File: src/rtl/cache_fill_fsm.sv
// Cache miss fill controller: stalls the pipeline, streams one read per word of the
// missed block from main memory into the data array, then writes the tag.
module cache_fill_fsm #(
  parameter int ADDR_W          = 16,
  parameter int WORDS_PER_BLOCK = 8,
  parameter int WORD_BYTES      = 2
) (
  input  logic                               clk,
  input  logic                               rst,
  input  logic                               miss_detected,
  input  logic [ADDR_W-1:0]                  miss_address,
  input  logic [15:0]                        memory_data,
  input  logic                               memory_data_valid,
  output logic                               fsm_busy,
  output logic                               mem_rd_en,
  output logic [ADDR_W-1:0]                  memory_address,
  output logic                               write_data_array,
  output logic [$clog2(WORDS_PER_BLOCK)-1:0] word_index,
  output logic [15:0]                        fill_data,
  output logic                               write_tag_array
);

  // state | meaning
  // IDLE  | no fill in progress; a miss stalls combinationally and starts a fill
  // FILL  | issuing word reads and writing returned words into the data array
  typedef enum logic {IDLE = 1'b0, FILL = 1'b1} state_t;

  localparam int IDX_W = $clog2(WORDS_PER_BLOCK);
  localparam int CNT_W = IDX_W + 1;
  localparam int OFF_W = $clog2(WORDS_PER_BLOCK * WORD_BYTES);

  localparam logic [CNT_W-1:0]  CNT_FULL  = CNT_W'(WORDS_PER_BLOCK);
  localparam logic [CNT_W-1:0]  CNT_LAST  = CNT_W'(WORDS_PER_BLOCK - 1);
  localparam logic [ADDR_W-1:0] BASE_MASK = {ADDR_W{1'b1}} << OFF_W;

  state_t             r_state;
  state_t             w_state_nxt;
  logic [ADDR_W-1:0]  r_base;
  logic [CNT_W-1:0]   r_issue_cnt;
  logic [CNT_W-1:0]   r_rcv_cnt;

  logic               w_issue_open;
  logic               w_rcv_take;
  logic               w_last;
  logic               w_capture;
  logic [ADDR_W-1:0]  w_rd_addr;

  assign w_issue_open = (r_issue_cnt < CNT_FULL);
  assign w_rcv_take   = memory_data_valid && (r_rcv_cnt < CNT_FULL);
  assign w_last       = w_rcv_take && (r_rcv_cnt == CNT_LAST);
  assign w_rd_addr    = r_base + ADDR_W'(r_issue_cnt) * ADDR_W'(WORD_BYTES);

  // A miss seen in the completion cycle chains straight into the next fill.
  assign w_capture = !rst && miss_detected &&
                     ((r_state == IDLE) || (r_state == FILL && w_last));

  always_ff @(posedge clk) begin
    if (rst) r_state <= IDLE;
    else     r_state <= w_state_nxt;
  end

  always_comb begin
    w_state_nxt      = r_state;
    fsm_busy         = 1'b0;
    mem_rd_en        = 1'b0;
    memory_address   = '0;
    write_data_array = 1'b0;
    word_index       = '0;
    write_tag_array  = 1'b0;
    if (!rst) begin
      case (r_state)
        IDLE: begin
          fsm_busy = miss_detected;
          if (miss_detected) w_state_nxt = FILL;
        end
        FILL: begin
          fsm_busy         = 1'b1;
          mem_rd_en        = w_issue_open;
          memory_address   = w_issue_open ? w_rd_addr : '0;
          write_data_array = w_rcv_take;
          word_index       = w_rcv_take ? r_rcv_cnt[IDX_W-1:0] : '0;
          write_tag_array  = w_last;
          if (w_last) w_state_nxt = miss_detected ? FILL : IDLE;
        end
        default: w_state_nxt = IDLE;
      endcase
    end
  end

  assign fill_data = rst ? 16'h0000 : memory_data;

  always_ff @(posedge clk) begin
    if (rst) begin
      r_base      <= '0;
      r_issue_cnt <= '0;
      r_rcv_cnt   <= '0;
    end else if (w_capture) begin
      r_base      <= miss_address & BASE_MASK;
      r_issue_cnt <= '0;
      r_rcv_cnt   <= '0;
    end else if (r_state == FILL) begin
      if (w_issue_open) r_issue_cnt <= r_issue_cnt + 1'b1;
      if (w_rcv_take)   r_rcv_cnt   <= r_rcv_cnt + 1'b1;
    end
  end

endmodule

File: config.mk
export PLATFORM = sky130hd
export DESIGN_NAME = cache_fill_fsm
export DESIGN_NICKNAME = d
export VERILOG_FILES = /design/src/rtl/cache_fill_fsm.sv
export SDC_FILE = /design/constraint.sdc
export NUM_CORES = 1
export LEC_CHECK = 0
export BUFFER_PORTS_ARGS = -buffer_cell sky130_fd_sc_hd__buf_2
export CAP_MARGIN = 10
export CORE_UTILIZATION = 45
export CTS_BUF_LIST = sky130_fd_sc_hd__clkbuf_4 sky130_fd_sc_hd__clkbuf_8
export DETAILED_ROUTE_END_ITERATION = 16
export GPL_TIMING_DRIVEN = 0
export PLACE_DENSITY_LB_ADDON = 0.1
export REMOVE_ABC_BUFFERS = 1
export SLEW_MARGIN = 25
export SYNTH_ARGS = -nofsm -noshare
export SYNTH_HDL_FRONTEND = slang
export SYNTH_SLANG_ARGS = --single-unit
File: constraint.sdc
create_clock -name clk -period 1.5 [get_ports clk]
set_input_delay 0.15 -clock clk [delete_from_list [all_inputs] [get_ports clk]]
set_output_delay 0.15 -clock clk [all_outputs]
set_load 0.02 [all_outputs]
* After elaboration in Yosys (flattened, before gate mapping)
Cells that the tools add are included.
** Storage, ports and cells
- Flip-flop bits (word level) :: 21
- Logic and storage cells :: 39
- Output and inout port bits :: 39
- Bits of input ports :: 36
** Operators by class
- $add $sub $neg :: 3
- Equal/unequal tests :: 1
- $lt $le $gt $ge :: 2
- Reductions and logical operators :: 10
- Bitwise operators :: 1
- Muxes and demuxes :: 18
** Operator list (count)
- 16-bit two-way mux :: 4
- 16-bit by 5-bit adder with 16-bit output :: 1
- 1-bit two-way mux :: 9
- 3-bit two-way mux :: 3
- 4-bit by 1-bit adder with 4-bit output, second input constant :: 2
- 4-bit less-than comparator, second input constant :: 2
- 1-bit logical AND :: 5
- 4-bit by 3-bit == test with 1-bit output, second input constant :: 1
- 1-bit case mux with 2 select lines :: 2
- 2-bit AND reduction :: 2
- 2-bit OR reduction :: 1
- 1-bit zero test :: 1
- 1-bit logical OR :: 1
- 1-bit NOT :: 1

* Logic depth before layout (Yosys ltp)
Gate-level depths: netlist (run 1).
- Word-level depth :: 7
- Gate-level depth with buffers :: 6
- Gate-level depth less buffers :: 4

* Worst setup path before layout (run 1)
Ideal clock, no wire load.
- Kind :: register to output
- Start point :: register r_state
- End point :: output write_tag_array
- Stages on the path, launching flop included :: 4
- Data arrival time :: 1241 ps
- Path buffers :: 0
- Required time :: 1350 ps
- Path slack :: 109 ps
- Path through :: dfxtp_1 > nand3b_1 > nor2_1 > and3_1
** On the way
- Cells in the longest elaborated chain, start to end :: 2
** RTL lines
- from (decl) :: RTL line 36 : state_t r_state;
- from (signal assigned) :: RTL line 59 : else r_state <= w_state_nxt;
- 1-bit two-way mux :: RTL line 71 : case (r_state)
- 1-bit two-way mux :: RTL line 70 : if (!rst) begin
- to (decl) :: RTL line 20 : output logic write_tag_array
Every way passes these cells.

* Worst setup path after layout (run 1)
- Start point :: register r_state
- End point :: output memory_address[11]
** On the way
- Cells in the longest elaborated chain, start to end :: 2
** RTL lines
- 16-bit two-way mux :: RTL line 71
- 16-bit two-way mux :: RTL line 70
- to (decl) :: RTL line 16 : output logic [ADDR_W-1:0] memory_address,
Every way passes these cells.

==> impl_metrics.toml, run 1 <==
[outcome]
status = "finished with violations"
violations = "design-rule violations, negative setup slack"

[routing]
wl_per_cell_microns = 14.6
drc = 13
via_per_inst = 5.90
antenna_left = 0
firstDrtPassIters = 11
drt_iter0_drc = 72
vias = 1606
wl_microns = 3980

[floorplan]
rows = 19
dieArea_sq_um = 3320
start_util_pct = 48.8
dieWidth_microns = 57.6
die_height_microns = 57.6
core_sq_um = 2850
num_io_pins = 75

[synthesis]
ys_ff_latch = 21
ys.warnings.count = 0
synth_edf_count = 0
syn_area_sq_um = 1390
synthFlopType = "dfxtp_1"
yosysSeqAreaShare_pct = 30.2
async_flop_share_pct = 0
syn_avg_cell_area_sq_um = 7.95
synth_cell_types = 32
syn_inst = 175

[pwr]
ir_drop_mv = 0.505
power.density_nw_per_um2 = 627
p_leak_uw = 0.000870

[worst_setup_path]
crit_slowest_cell = "dfxtp_4"
ff2ff_setup_slack_ns = 0.10
worstReg2RegStart = "r_rcv_cnt[0]"
critPathKind = "reg -> out"
cp_cell_sequence = "nor2b_4 -> buf_6 -> and3_4 -> buf_6"
cp.buffers_inverters = 2
required_ns = 1.35
rr_worst_depth = 4
critPathMaxFanout = 7
critPathMaxStageDelay_ns = 0.41
start_kind = "flip-flop"
worstPathArrival_ns = 1.38
crit_top_cell = "buf_6"
r2r-end = "r_issue_cnt[3]"
cp_top_family = "flip-flops"
end_kind = "output port"

[grt]
grt_max_degree = 53
antenna_found_initial = 0
grt_pass1_vias = 1394
grt_pass1_wl_microns = 5820
track_usage_pct = 22.2
grt_overflow = 0

[sta]
fin_ws_ns = -0.0311
holdWs_ns = 0.0831
hold_violations = 0
fin_crit_sh_pct = 102
rsz0062_at_grt = "true"
slew_headroom_pct = 63.5
finalMaxSlewViolations = 0
finalSetupViolCount = 14
clock_skew_ns = 0.00339
fin_crit_ns = 1.53
worst_pin_slew_ns = 0.545
timing.fmax_mhz = 653

[clock_tree]
cts.htree.levels = 1
cts.sinks = 21
clkTransAtPathRegs_ns = 0.12
numCtsBuffers = 3
cts_tree = "yes"
insertion_delay_ns = 0.31
cts_hold_buf = 0
root_buffer = "clkbuf_4"
cts.path.max_buffers = 2

[finish]
syn_to_final_growth_pct = 45.2
final_core_util_pct = 70.8
n_fill_cell = 242
antennaDiodeCount = 0
layout.area.seq_sq_um = 425
multi_input_area_sq_um = 952
drive_gt1_share_pct = 45.2
nets = 280

[hold_path]
hold_path_depth = 3
min-delay-start = "miss_address[4]"
holdCritPathClass = "in -> reg"
hold_end = "r_base[4]"

[placement]
place.gp.congestion = 0.757
io_buffer_count = 69
dp_hpwl_microns = 2260

[job]
cap_viol_max_count = 0
-- where the power goes --
group	switching [uW]	internal, uW
clock	186	122
combinational	190	154
sequential	26.7	589
total	403	865
-- cell usage in the layout (no fill, tap or decap), types with 2 or more instances in the layout --
cell type	count
nand4_1	12
clkbuf_4	4
nor3b_1	12
buf_6	19
dfxtp_1	19
and3_1	5
xor2_1	2
o211ai_1	12
mux2i_1	2
nand3b_1	3
and3_4	12
nand3_1	13
buf_2	49
nor2b_1	17
nor2_1	9
a41oi_1	2
and2_1	3
buf_4	14
a31oi_1	12
-- what timing repair did --
item | CTS | global route
pin swaps | 1 | 8
setup buffers | 8 | 5
gates resized for setup | 11 | 52
gates cloned | 0 | 1
setup endpoints to repair | 42 | 39
-- worst max-delay path by stage --
stage                  from            endpoint  slack (ns)  cells after the start
3_3_place_gp        r_state   memory_address[7]       -0.81                      3
4_1_cts             r_state   memory_address[9]      0.0006                      4
6_report            r_state  memory_address[11]       -0.03                      4
5_1_grt        r_rcv_cnt[3]     write_tag_array       -0.09                      4
3_5_place_dp        r_state  memory_address[12]       -0.84                      3
2_1_floorplan       r_state     write_tag_array       -0.28                      3
-- per-layer routing --
layer | GRT usage [%] | up-vias | wire (microns)
met5 | 0 | - | 0
li1 | - | 777 | -
met1 | 25.2 | 746 | 1630
met4 | 11.1 | 0 | 63
met3 | 3.40 | 7 | 328
met2 | 40.2 | 76 | 1970
-- cell families after synthesis --
group,synth area share (%)
compound gates,16.3
xor+xnor,1.89
fa+ha+maj,1.80
buf+inv,8.18
flops,30.2
mux,1.44
other cells,0.270
simple gates,39.9
-- per-stage QoR --
stage	TNS (ns)	setup WS (ns)	total power [uW]	cell area, sq um	instances
3_5_place_dp	-20.44	-0.842	904	1670	254
4_1_cts	0	0.000572	1230	1790	266
3_3_place_gp	-18.53	-0.813	895	1670	254
5_1_grt	-1.03	-0.0877	1320	2020	272
6_report	-0.227	-0.0311	1270	2020	272
2_1_floorplan	-5.16	-0.275	780	1280	154
-- synthesized netlist by cell type, types with 3 or more instances --
cell type  count  area share (%)
nand4_1       12             5.4
nor2_1        10             2.7
a31oi_1       12             5.4
and3_1        17             7.6
nor2b_1       19             8.5
o211ai_1      12             6.5
clkbuf_1       6             1.6
buf_2         10             3.6
nor3b_1       12             6.5
nand3_1       13             4.7
and2_1         3             1.3
nand3b_1       3             1.6
dfxtp_1       21              30
-- state kept, by name (all words and copies together), names as in the netlist --
name,flops
r_base,12
r_state,1
r_issue_cnt,4
r_rcv_cnt,4
-- final cells by class --
cell class                 count  area share (%)
tap                           31            1.92
inverter                       2           0.495
multi-input combinational    132            47.1
clock buffer                   4            1.49
timing repair buffer          82            27.9
sequential                    21            21.1
-- worst register-to-register path, stage by stage (launching register included) --
cell	delay [ns]
dfxtp_1	0.40
ha_2	0.25
and4b_4	0.38
o22a_4	0.22
nor2_1	0.06
(Power assumes the default switching activity.)
==> inputs of run 2 (changes only) <==
==> constraint.sdc (replaced) <==
create_clock -name clk -period 1.5 [get_ports clk]
set_input_delay 0.3 -clock clk [delete_from_list [all_inputs] [get_ports clk]]
set_output_delay 0.3 -clock clk [all_outputs]
set_load 0.02 [all_outputs]
==> run 2 against run 1 <==
Against the previous run: the run still ends with design-rule violations, negative setup slack left; clock-buffer cell count stayed put; cell area is 3.0% higher; utilization is 2.1 points higher; critical path type unchanged; highest routed layer unchanged; clock power hardly changed.
==> impl_metrics.toml, run 2 (synthesis gave the netlist of run 1 again) <==
[outcome]
status = "finished with violations"
violations = "design-rule violations, negative setup slack"

[clock_tree]
cts.htree.levels = 1
numCtsBuffers = 3
cts_tree = "yes"
root_buffer = "clkbuf_4"
insertion_delay_ns = 0.32
cts.sinks = 21
clkTransAtPathRegs_ns = 0.12
cts.path.max_buffers = 2

[worst_setup_path]
end_kind = "output port"
crit_top_cell = "buf_6"
required_ns = 1.20
worstPathArrival_ns = 1.36
crit_slowest_cell = "dfxtp_4"
ff2ff_setup_slack_ns = 0.05
critPathMaxStageDelay_ns = 0.40
start_kind = "flip-flop"
cp_cell_sequence = "nor2b_4 -> buf_6 -> and3_4 -> buf_6"
rr_worst_depth = 5
r2r-end = "r_base[14]"
critPathKind = "reg -> out"
worstReg2RegStart = "r_state"
critPathMaxFanout = 7

[finish]
largestRegisters = "r_base x12, r_issue_cnt x4, r_rcv_cnt x4"
regMostFlops = "r_base"
final_core_util_pct = 73.0
antennaDiodeCount = 0
final_common_cell = "buf_2"
largest_reg_flops = 12
drive_gt1_share_pct = 48.1
syn_to_final_growth_pct = 49.6
final_cell_mix = "47 x buf_2, 23 x buf_6, 17 x nor2b_1, 17 x dfxtp_1"
nets = 280

[floorplan]
dieWidth_microns = 57.6
dieArea_sq_um = 3320
num_io_pins = 75
die_height_microns = 57.6
start_util_pct = 48.8
core_sq_um = 2850
rows = 19

[grt]
grt_max_degree = 53
track_usage_pct = 22.9
grt_pass1_wl_microns = 6000
grt_overflow = 0
antenna_found_initial = 0
grt_pass1_vias = 1369

[routing]
antenna_left = 0
wl_microns = 3870
via_per_inst = 5.75
firstDrtPassIters = 11
vias = 1565
drc = 14
wl_per_cell_microns = 14.2
drt_iter0_drc = 71

[sta]
rsz0062_at_grt = "true"
finalSetupViolCount = 22
fin_ws_ns = -0.160
hold_violations = 0
fin_crit_ns = 1.66
fin_crit_sh_pct = 111
clock_skew_ns = 0.00556
timing.fmax_mhz = 602
finalMaxSlewViolations = 0
holdWs_ns = 0.230
worst_pin_slew_ns = 0.544
slew_headroom_pct = 63.6

[pwr]
p_leak_uw = 0.000881
power.density_nw_per_um2 = 618
ir_drop_mv = 0.462

[hold_path]
hold_end = "r_base[4]"
hold_path_depth = 3
min-delay-start = "miss_address[4]"
holdCritPathClass = "in -> reg"

[job]
cap_viol_max_count = 0

[placement]
io_buffer_count = 69
dp_hpwl_microns = 2260
place.gp.congestion = 0.757
-- run 2: routing by layer --
metal  part of all wire [%]  track usage, %  routed length [microns]
met1                     42            27.0                     1610
met2                     50            41.9                     1940
met3                    7.1            3.63                      276
met4                    1.3            7.32                       49
met5                      0               0                        0
-- run 2: through the flow --
step / worst slack [ns] / power, uW / cell area, sq um / cells / setup TNS [ns]
detailed placement: -0.992 / 904 / 1670 / 254 / -24.85
finish: -0.160 / 1290 / 2080 / 272 / -2.84
floorplan: -0.425 / 780 / 1280 / 154 / -8.09
global route: -0.215 / 1340 / 2080 / 272 / -3.92
CTS: -0.118 / 1250 / 1900 / 268 / -2.10
global placement: -0.963 / 895 / 1670 / 254 / -23.16
-- run 2: worst max-delay path, delay by kind of cell (launching register included) --
kind	cells	cell delay [ns]
flops	1	0.40
simple gates	2	0.38
buf+inv	2	0.26
-- run 2: worst max path at each step --
stage / start / endpoint / depth (start not counted)
after floorplan: r_state / write_tag_array / 3
after global routing: r_state / write_tag_array / 4
after global placement: r_state / memory_address[7] / 3
after CTS: r_state / memory_address[15] / 4
final: r_state / memory_address[12] / 4
after detailed placement: r_state / memory_address[12] / 3
-- run 2: power by group --
part | switching [uW] | internal [uW]
Clock | 187 | 122
Combinational | 196 | 166
Sequential | 27.1 | 589
Total | 410 | 877
-- run 2: final cells by class --
cell class | count | area (sq um)
sequential | 21 | 428
multi-input combinational | 131 | 981
timing repair buffer | 83 | 592
clock buffer | 4 | 30.0
fill | 227 | 771
inverter | 2 | 12.5
tap | 31 | 38.8
-- run 2: what timing repair did --
action | in CTS | in global routing
pin swaps | 8 | 9
gates resized for setup | 44 | 36
buffers inserted | 10 | 4
hold buffers | 0 | 0
setup endpoints to repair | 42 | 42
